File: src/rtl/imem_fetch_arbiter.sv
`default_nettype none
`timescale 1ns/1ps
// ============================================================================
// Module      : imem_fetch_arbiter
// Description : Round-robin arbiter sharing one instruction-memory read port
//               between two core fetch units. One read in flight at a time,
//               fixed memory latency, 16-bit word returned to the winner.
// Revision    : 1.0 - initial release
// ============================================================================
module imem_fetch_arbiter #(
    parameter int ADDR_W  = 32,
    parameter int DATA_W  = 16,
    parameter int MEM_LAT = 2
) (
    input  logic              clk,
    input  logic              rst_n,
    input  logic              req0,
    input  logic              req1,
    input  logic [ADDR_W-1:0] addr0,
    input  logic [ADDR_W-1:0] addr1,
    output logic              gnt0,
    output logic              gnt1,
    output logic              rvalid0,
    output logic              rvalid1,
    output logic [DATA_W-1:0] rdata,
    output logic              mem_en,
    output logic [ADDR_W-1:0] mem_addr,
    input  logic [DATA_W-1:0] mem_rdata,
    output logic              busy
);

    typedef enum logic [1:0] {
        ST_IDLE  = 2'd0,
        ST_ISSUE = 2'd1,
        ST_WAIT  = 2'd2,
        ST_RESP  = 2'd3
    } state_t;

    // Latency counter is 4 bits, so MEM_LAT must lie in 1..15.
    localparam logic [3:0] c_mem_lat = 4'(MEM_LAT);

    state_t      r_state;
    logic        r_ptr;      // core that wins when both request
    logic        r_winner;   // core owning the transaction in flight
    logic [3:0]  r_cnt;

    logic              w_any_req;
    logic              w_pick;
    logic [ADDR_W-1:0] w_pick_addr;

    // A lone requester always wins; a tie is broken by the priority pointer.
    assign w_any_req   = req0 | req1;
    assign w_pick      = (req0 & req1) ? r_ptr : req1;
    assign w_pick_addr = w_pick ? addr1 : addr0;

    // Control FSM with all outputs registered; pulses default low every cycle.
    always_ff @(posedge clk) begin
        if (!rst_n) begin
            r_state  <= ST_IDLE;
            r_ptr    <= 1'b0;
            r_winner <= 1'b0;
            r_cnt    <= 4'd0;
            gnt0     <= 1'b0;
            gnt1     <= 1'b0;
            rvalid0  <= 1'b0;
            rvalid1  <= 1'b0;
            mem_en   <= 1'b0;
            busy     <= 1'b0;
            mem_addr <= '0;
            rdata    <= '0;
        end else begin
            gnt0    <= 1'b0;
            gnt1    <= 1'b0;
            rvalid0 <= 1'b0;
            rvalid1 <= 1'b0;
            mem_en  <= 1'b0;
            case (r_state)
                // RESP re-arbitrates exactly like IDLE so back-to-back
                // fetches lose no cycle beyond the response slot.
                ST_IDLE, ST_RESP: begin
                    if (w_any_req) begin
                        r_state  <= ST_ISSUE;
                        r_winner <= w_pick;
                        r_ptr    <= ~w_pick;
                        mem_addr <= w_pick_addr;
                        gnt0     <= ~w_pick;
                        gnt1     <= w_pick;
                        mem_en   <= 1'b1;
                        busy     <= 1'b1;
                    end else begin
                        r_state <= ST_IDLE;
                        busy    <= 1'b0;
                    end
                end
                ST_ISSUE: begin
                    r_cnt   <= c_mem_lat;
                    r_state <= ST_WAIT;
                end
                ST_WAIT: begin
                    r_cnt <= r_cnt - 4'd1;
                    // Count of one marks the cycle in which memory data is valid.
                    if (r_cnt == 4'd1) begin
                        rdata   <= mem_rdata;
                        rvalid0 <= ~r_winner;
                        rvalid1 <= r_winner;
                        r_state <= ST_RESP;
                    end
                end
                default: begin
                    r_state <= ST_IDLE;
                    busy    <= 1'b0;
                end
            endcase
        end
    end

endmodule
`default_nettype wire
File: config.mk
export PLATFORM = sky130hd
export DESIGN_NAME = imem_fetch_arbiter
export DESIGN_NICKNAME = d
export VERILOG_FILES = /design/src/rtl/imem_fetch_arbiter.sv
export SDC_FILE = /design/constraint.sdc
export NUM_CORES = 1
export LEC_CHECK = 0
export CORE_MARGIN = 2
export CORE_UTILIZATION = 34
export CTS_CLUSTER_SIZE = 10
export DETAILED_ROUTE_END_ITERATION = 8
export PLACE_DENSITY_LB_ADDON = 0.08
export SETUP_SLACK_MARGIN = 0.02
export SLEW_MARGIN = 15
export SYNTH_ARGS = -nofsm -noshare
export SYNTH_HDL_FRONTEND = slang
export SYNTH_SLANG_ARGS = --single-unit
File: constraint.sdc
create_clock -name clk -period 1.55 [get_ports clk]
set_input_delay 0.3875 -clock clk [delete_from_list [all_inputs] [get_ports clk]]
set_output_delay 0.3875 -clock clk [all_outputs]
set_load 0.02 [all_outputs]
==> flow_summary_export.csv, run 1 <==
group,metric,value,unit
layout,seqCellArea,0.001242,sq mm
layout,mostFrequentLayoutCell,"clkdlybuf4s50_1",
clock_network,cts_max_level,3,
floorplanning,die_area,0.007920,sq mm
grt,grt_first_pass_wirelength,11130,microns
timing,slew_headroom,79.29,%
routing,firstDrtPassIters,4,
placement,dp_cells,477,
layout,diodes,0,
layout,nets,481,
routing,drtIter0Drc,95,
timing,post-route-min-period,1498,ps
timing,drv_slew,0,
clock_network,cts_buffer_depth,2,
synthesis,ys_seq_area_share,50.53,%
timing,timing.final.crit_share,96.64,%
routing,post_drt_wl_per_cell,14.13,microns
setup_path,critPathRequiredTime,1760,ps
synthesis,synth_top_area_cell,"dfxtp_1",
timing,rsz0062_at_grt,"true",
pwr,swShare,33.29,%
grt,overflow,0,
timing,max_freq,667.6,MHz
floorplanning,row_count,30,
clock_network,cts-root-buf,"clkbuf_8",
pwr,power_density,1520,mW/mm^2
timing,final-setup-viol-count,0,
setup_path,worst_r2r_path_depth,6,
hold_path,min_to,"rvalid0$_SDFF_PN0_",
synthesis,ys_ff_latch,62,
synthesis,syn-num-nets,336,
setup_path,worstPathMaxFanout,10,
setup_path,reg2reg_to,"mem_addr[16]$_SDFFE_PN0P_",
floorplanning,die_h,89.00,microns
placement,placed_area,0.004031,sq mm
synthesis,yosysUniqueCellTypes,33,
timing,fin_skew,11.56,ps
grt,grt_max_degree,54,
layout,layout-drive-gt1-share,12.53,%
routing,drcViolationCount,0,
clock_network,cts_made_buffers,9,
floorplanning,initial_core_util,35.56,%
grt,antenna_found_initial,0,
timing,hold_viol,0,
synthesis,syn_area,0.002456,sq mm
synthesis,avgSynthCellArea,9.864,sq um
layout,final_cell_mix,"clkdlybuf4s50_1 (81), dfxtp_1 (61), dlygate4sd2_1 (54)",
routing,routed_via_density,4.897,
setup_path,crit_type,"flop to flop",
hold_path,hp-start,"r_winner$_SDFFE_PN0P_",
routing,dr_wl_met3,593,microns
routing,wl,6996,microns
layout,fin_cells,495,
routing,vias,2424,
synthesis,netlist.area_leader.share,50.53,%
layout,area_growth,73.87,%
pwr,switching_power,2161,uW
pwr,combinationalPowerShare,42.2,%
hold_path,hp-class,"flop to flop",
run_status,status,"finished, final reports clean",
timing,fin_setup_tns,0,ps
placement,globalplace.congestion,0.7569,
layout,design_area,0.004270,sq mm
timing,worst_slew_pin_slew,309.5,ps
routing,met2WireLength,3105,microns
setup_path,cp-start-kind,"flop",
synthesis,synthTopCellsByArea,"dfxtp_1 (51%), a221o_1 (12%), and3_1 (8.7%), o21ai_0 (4.3%), nand2_1 (3.5%)",
grt,grtUsageTotal,17.99,%
pwr,ir_drop,700.9,uV
clock_network,clk_latency,330,ps
setup_path,crit_arrival,1710,ps
routing,wl_met1,3159,microns
clock_network,post_cts_buffers,0,
setup_path,r2r_slack,50,ps
flow_run,drv_cap,0,
synthesis,ys_warn_count,0,
layout,final_core_util,61.83,%
hold_path,hold_depth,1,
floorplanning,core-area,0.006907,sq mm
pwr,p_int,4330,uW
layout,multi_input_area,0.001106,sq mm
clock_network,clkTransAtPathRegs,70,ps
placement,portBuffers,137,
placement,hpwl,4856,microns
pwr,seq_power_share,33.8,%
setup_path,r2r-start,"r_state[0]$_SDFFE_PN0P_",
clock_network,cts_sinks,62,
floorplanning,die_w,89.00,microns
grt,grt_pass1_vias,2466,
floorplanning,ios,138,
pwr,leakagePower,0.001983,uW
clock_network,cts_tree,"yes",
routing,antenna_left,0,
layout,fill_cells,623,
synthesis,synth_cells,249,
routing,top_layer_used,"met4",
pwr,power.share.clock,23.9,%
setup_path,end_kind,"flop",
-- kinds of logic after synthesis --
group | synth area share (%)
and+or+nand+nor | 20.22
AOI/OAI and AO/OA | 21.75
DFF | 50.53
buffers and inverters | 5.960
adders and majority gates | 1.528
-- worst max path at each step --
| stage | to | cells past startpoint | slack, ps | from |
|---|---|---|---|---|
| 2_1_floorplan | mem_addr[0]$_SDFFE_PN0P_ | 7 | 50 | r_state[0]$_SDFFE_PN0P_ |
| 3_3_place_gp | mem_addr[15]$_SDFFE_PN0P_ | 5 | -250 | req0 |
| 3_5_place_dp | mem_addr[10]$_SDFFE_PN0P_ | 5 | -280 | req0 |
| 4_1_cts | mem_addr[15]$_SDFFE_PN0P_ | 6 | 50 | r_state[0]$_SDFFE_PN0P_ |
| 5_1_grt | mem_addr[26]$_SDFFE_PN0P_ | 6 | 6 | r_state[0]$_SDFFE_PN0P_ |
| 6_report | mem_addr[16]$_SDFFE_PN0P_ | 6 | 50 | r_state[0]$_SDFFE_PN0P_ |
-- routing by layer --
metal  vias up  global-route usage, %
met1      1092                  21.58
met2        98                  29.51
met4         0                  7.598
met3        14                  6.094
met5         -                      0
li1       1220                      -
-- Yosys cell counts --
| cell | n |
|---|---|
| a21boi_0 | 4 |
| a21oi_1 | 2 |
| a21oi_2 | 1 |
| a221o_1 | 30 |
| a221o_2 | 2 |
| a221oi_1 | 1 |
| a22oi_1 | 1 |
| a31oi_1 | 1 |
| a41o_1 | 1 |
| and3_1 | 34 |
| buf_2 | 11 |
| buf_4 | 1 |
| buf_6 | 3 |
| clkbuf_1 | 8 |
| clkbuf_2 | 1 |
| dfxtp_1 | 62 |
| ha_1 | 3 |
| inv_1 | 4 |
| nand2_1 | 23 |
| nand2_2 | 1 |
| nand3_1 | 17 |
| nand3b_1 | 2 |
| nor2_1 | 4 |
| nor2b_1 | 3 |
| nor2b_4 | 1 |
| nor3b_4 | 1 |
| nor4_1 | 1 |
| nor4bb_1 | 1 |
| o21a_1 | 1 |
| o21ai_0 | 21 |
| o21ai_2 | 1 |
| o31a_1 | 1 |
| or3b_1 | 1 |
-- area by class of cell --
| class | instances | share of cell area, % |
|---|---|---|
| multi-input cells | 159 | 25.90 |
| clock inverters | 6 | 1.992 |
| inverters | 4 | 0.3516 |
| repair buffers | 158 | 36.62 |
| well taps | 96 | 2.813 |
| flip-flops and latches | 62 | 29.09 |
| clock buffers | 10 | 3.223 |
-- registers in the layout, indices dropped and copies added, names as in the netlist --
signal	count
busy	1
gnt0	1
gnt1	1
mem_addr	32
mem_en	1
r_cnt	4
r_ptr	1
r_state	2
r_winner	1
rdata	16
rvalid0	1
rvalid1	1
-- through the flow --
stage          hold slack (ps)  power [uW]  setup WS (ps)
4_1_cts                  436.0        6302          51.13
3_5_place_dp             431.1        4911         -275.6
6_report                 431.3        6491          52.01
5_1_grt                  454.8        6878          5.875
3_3_place_gp             426.0        4888         -247.3
2_1_floorplan            402.9        3596          46.60
-- power by group through the flow --
stage | Clock [uW] | Sequential [uW] | Combinational (uW)
3_5_place_dp | 0 | 2220 | 2700
5_1_grt | 1660 | 2250 | 2980
6_report | 1550 | 2200 | 2740
3_3_place_gp | 0 | 2230 | 2660
4_1_cts | 1590 | 2190 | 2520
2_1_floorplan | 0 | 2580 | 1020
-- critical path, stage by stage (launching register included) --
cell and delay (ps):
dfxtp_2 330, inv_2 40, ha_4 300, o21ai_4 110, clkbuf_16 180, and3_1 180
a221o_1 250
-- what timing repair did --
item,CTS,global route
pin swaps,0,1
hold buffers,0,0
resized for setup,56,7
gates cloned,0,2
hold endpoints to repair,0,0
endpoints found under the setup margin,86,12
Power figures use the tool's default switching activity.
==> run 2, diff against run 1 <==
- CTS_CLUSTER_DIAMETER: not set -> 80
==> results of run 2 <==
Final layout, timing and power as in run 1 (identical DEF).
==> run 3, diff against run 2 <==
- RECOVER_POWER: not set -> 25
==> run 3 against run 2 <==
Core utilization down 0.18 points. Sequential cell count unchanged. Clock skew about the same. Cell area down 0.29%. Non-clock buffer count unchanged. Sequential share of layout area up 0.086 points. Die area unchanged. Fmax up 0.14%. Total power down 0.19%. Global-route usage unchanged. Critical path type unchanged. Highest routed layer unchanged.
==> flow_summary_export.csv, run 3 (synthesis results as in run 1) <==
group,metric,value,unit
setup_path,end_kind,"flop",
timing,final-setup-viol-count,0,
clock_network,cts_made_buffers,9,
placement,dp_slack,-275.6,ps
clock_network,cts_buffer_depth,2,
setup_path,slowest_stage,"dfxtp_2",
setup_path,cp-start-kind,"flop",
layout,mostFrequentLayoutCell,"clkdlybuf4s50_1",
grt,grt_first_pass_wirelength,11130,microns
hold_path,hp-class,"flop to flop",
setup_path,r2r-start,"r_state[0]$_SDFFE_PN0P_",
floorplanning,ios,138,
setup_path,worst_r2r_path_depth,6,
routing,drcViolationCount,0,
setup_path,r2r_slack,50,ps
placement,hpwl,4856,microns
timing,timing.final.crit_share,96.51,%
clock_network,cts_sinks,62,
timing,worst_slew_pin_slew,366.1,ps
placement,dp_cells,477,
timing,drv_slew,0,
layout,area_growth,73.36,%
routing,wl_met1,3165,microns
setup_path,worstPathCellList,"inv_2 > ha_4 > o21ai_4 > clkbuf_16 > and3_1 > a221o_1",
pwr,combinationalPowerShare,42.1,%
layout,nets,481,
layout,design_area,0.004258,sq mm
routing,drtIter0Drc,83,
clock_network,clkTransAtPathRegs,70,ps
floorplanning,die_area,0.007920,sq mm
placement,globalplace.congestion,0.7569,
hold_path,min_to,"rvalid0$_SDFF_PN0_",
floorplanning,initial_core_util,35.56,%
floorplanning,die_w,89.00,microns
routing,vias,2423,
setup_path,reg2reg_to,"mem_addr[16]$_SDFFE_PN0P_",
floorplanning,row_count,30,
setup_path,critPathBufInv,2,
pwr,p_int,4322,uW
placement,placed_area,0.004031,sq mm
setup_path,cpPeakStageDelay,330,ps
grt,grt_max_degree,54,
floorplanning,core-area,0.006907,sq mm
timing,max_freq,668.5,MHz
pwr,switching_power,2158,uW
clock_network,cts-root-buf,"clkbuf_8",
floorplanning,die_h,89.00,microns
timing,post-route-min-period,1496,ps
layout,fin_cells,495,
timing,hold_viol,0,
setup_path,crit_family,"compound AO/OA/AOI/OAI gates",
pwr,seq_power_share,33.9,%
layout,largest_reg_flops,32,
timing,whs,429.5,ps
hold_path,hold_depth,1,
routing,met2WireLength,3102,microns
flow_run,drv_cap,0,
layout,regMostFlops,"mem_addr",
setup_path,cp_num_cells,6,
pwr,ir_drop,700.3,uV
setup_path,crit_arrival,1710,ps
pwr,swShare,33.30,%
pwr,power,6479,uW
layout,diodes,0,
clock_network,cts_tree,"yes",
timing,layout_setup_ws,54.06,ps
grt,grt_pass1_vias,2466,
layout,layout-drive-gt1-share,12.28,%
grt,overflow,0,
pwr,power_density,1522,mW/mm^2
setup_path,worstPathMaxFanout,10,
clock_network,cts_max_level,3,
setup_path,critPathRequiredTime,1760,ps
layout,final_cell_mix,"clkdlybuf4s50_1 (81), dfxtp_1 (61), dlygate4sd2_1 (54)",
pwr,leakagePower,0.001979,uW
placement,portBuffers,137,
layout,top_regs,"mem_addr (32), rdata (16), r_cnt (4)",
clock_network,post_cts_buffers,0,
routing,routed_via_density,4.895,
pwr,power.share.clock,24.0,%
routing,wl,7008,microns
timing,slew_headroom,75.24,%
run_status,status,"finished, final reports clean",
timing,fin_skew,11.19,ps
grt,grtUsageTotal,17.99,%
hold_path,hp-start,"r_winner$_SDFFE_PN0P_",
routing,dr_wl_met3,602,microns
routing,post_drt_wl_per_cell,14.16,microns
setup_path,startpoint,"r_state[0]$_SDFFE_PN0P_",
setup_path,crit_type,"flop to flop",
clock_network,clk_latency,330,ps
grt,antenna_found_initial,0,
routing,top_layer_used,"met4",
routing,firstDrtPassIters,4,
routing,antenna_left,0,
timing,rsz0062_at_grt,"true",
[run 3: cell count changes in the layout (fill, tap and decap cells not counted), sizes merged]
cell    previous run  this run
clkbuf            12        13
buf               20        19
[run 3: worst register-to-register path, stage by stage (launching register included)]
cell and delay (ps):
dfxtp_2 330, inv_2 40, ha_4 300, o21ai_4 110, clkbuf_16 180, and3_1 180, a221o_1 250
[run 3: layout make-up]
cell class / count / area, sq um
clock buffer: 10 / 137.6
clock inverter: 6 / 85.08
tap: 96 / 120.1
multi-input combinational: 159 / 1097
timing repair buffer: 158 / 1560
inverter: 4 / 15.01
sequential: 62 / 1242
fill: 625 / 2649
[run 3: power by group through the flow]
stage	sequential [uW]	combinational, uW	clock (uW)
4_1_cts	2190	2520	1590
3_3_place_gp	2230	2660	0
6_report	2190	2730	1560
3_5_place_dp	2220	2700	0
2_1_floorplan	2580	1020	0
5_1_grt	2240	2970	1660
[run 3: metal layers]
| layer | vias to the layer above | track usage, % |
|---|---|---|
| met5 | - | 0 |
| met2 | 98 | 29.51 |
| li1 | 1222 | - |
| met1 | 1089 | 21.58 |
| met4 | 0 | 7.598 |
| met3 | 14 | 6.094 |
[run 3: worst max-delay path by stage]
stage / to / slack, ps
floorplan: mem_addr[0]$_SDFFE_PN0P_ / 50
global placement: mem_addr[15]$_SDFFE_PN0P_ / -250
detailed placement: mem_addr[10]$_SDFFE_PN0P_ / -280
CTS: mem_addr[15]$_SDFFE_PN0P_ / 50
global route: mem_addr[26]$_SDFFE_PN0P_ / 6
finish: mem_addr[16]$_SDFFE_PN0P_ / 50
[run 3: metrics by stage]
stage / setup TNS (ps) / util (%)
2_1_floorplan: 0 / -
3_3_place_gp: -7313 / 58.37
3_5_place_dp: -8311 / 58.37
4_1_cts: 0 / 60.80
5_1_grt: 0 / 61.65
6_report: 0 / 61.65
[run 3: timing repair]
| action | in CTS | in global routing |
|---|---|---|
| resized for setup | 56 | 7 |
| hold endpoints to repair | 0 | 0 |
| endpoints found under the setup margin | 86 | 12 |
| pin swaps | 0 | 1 |
| cloned | 0 | 2 |
| hold buffers | 0 | 0 |
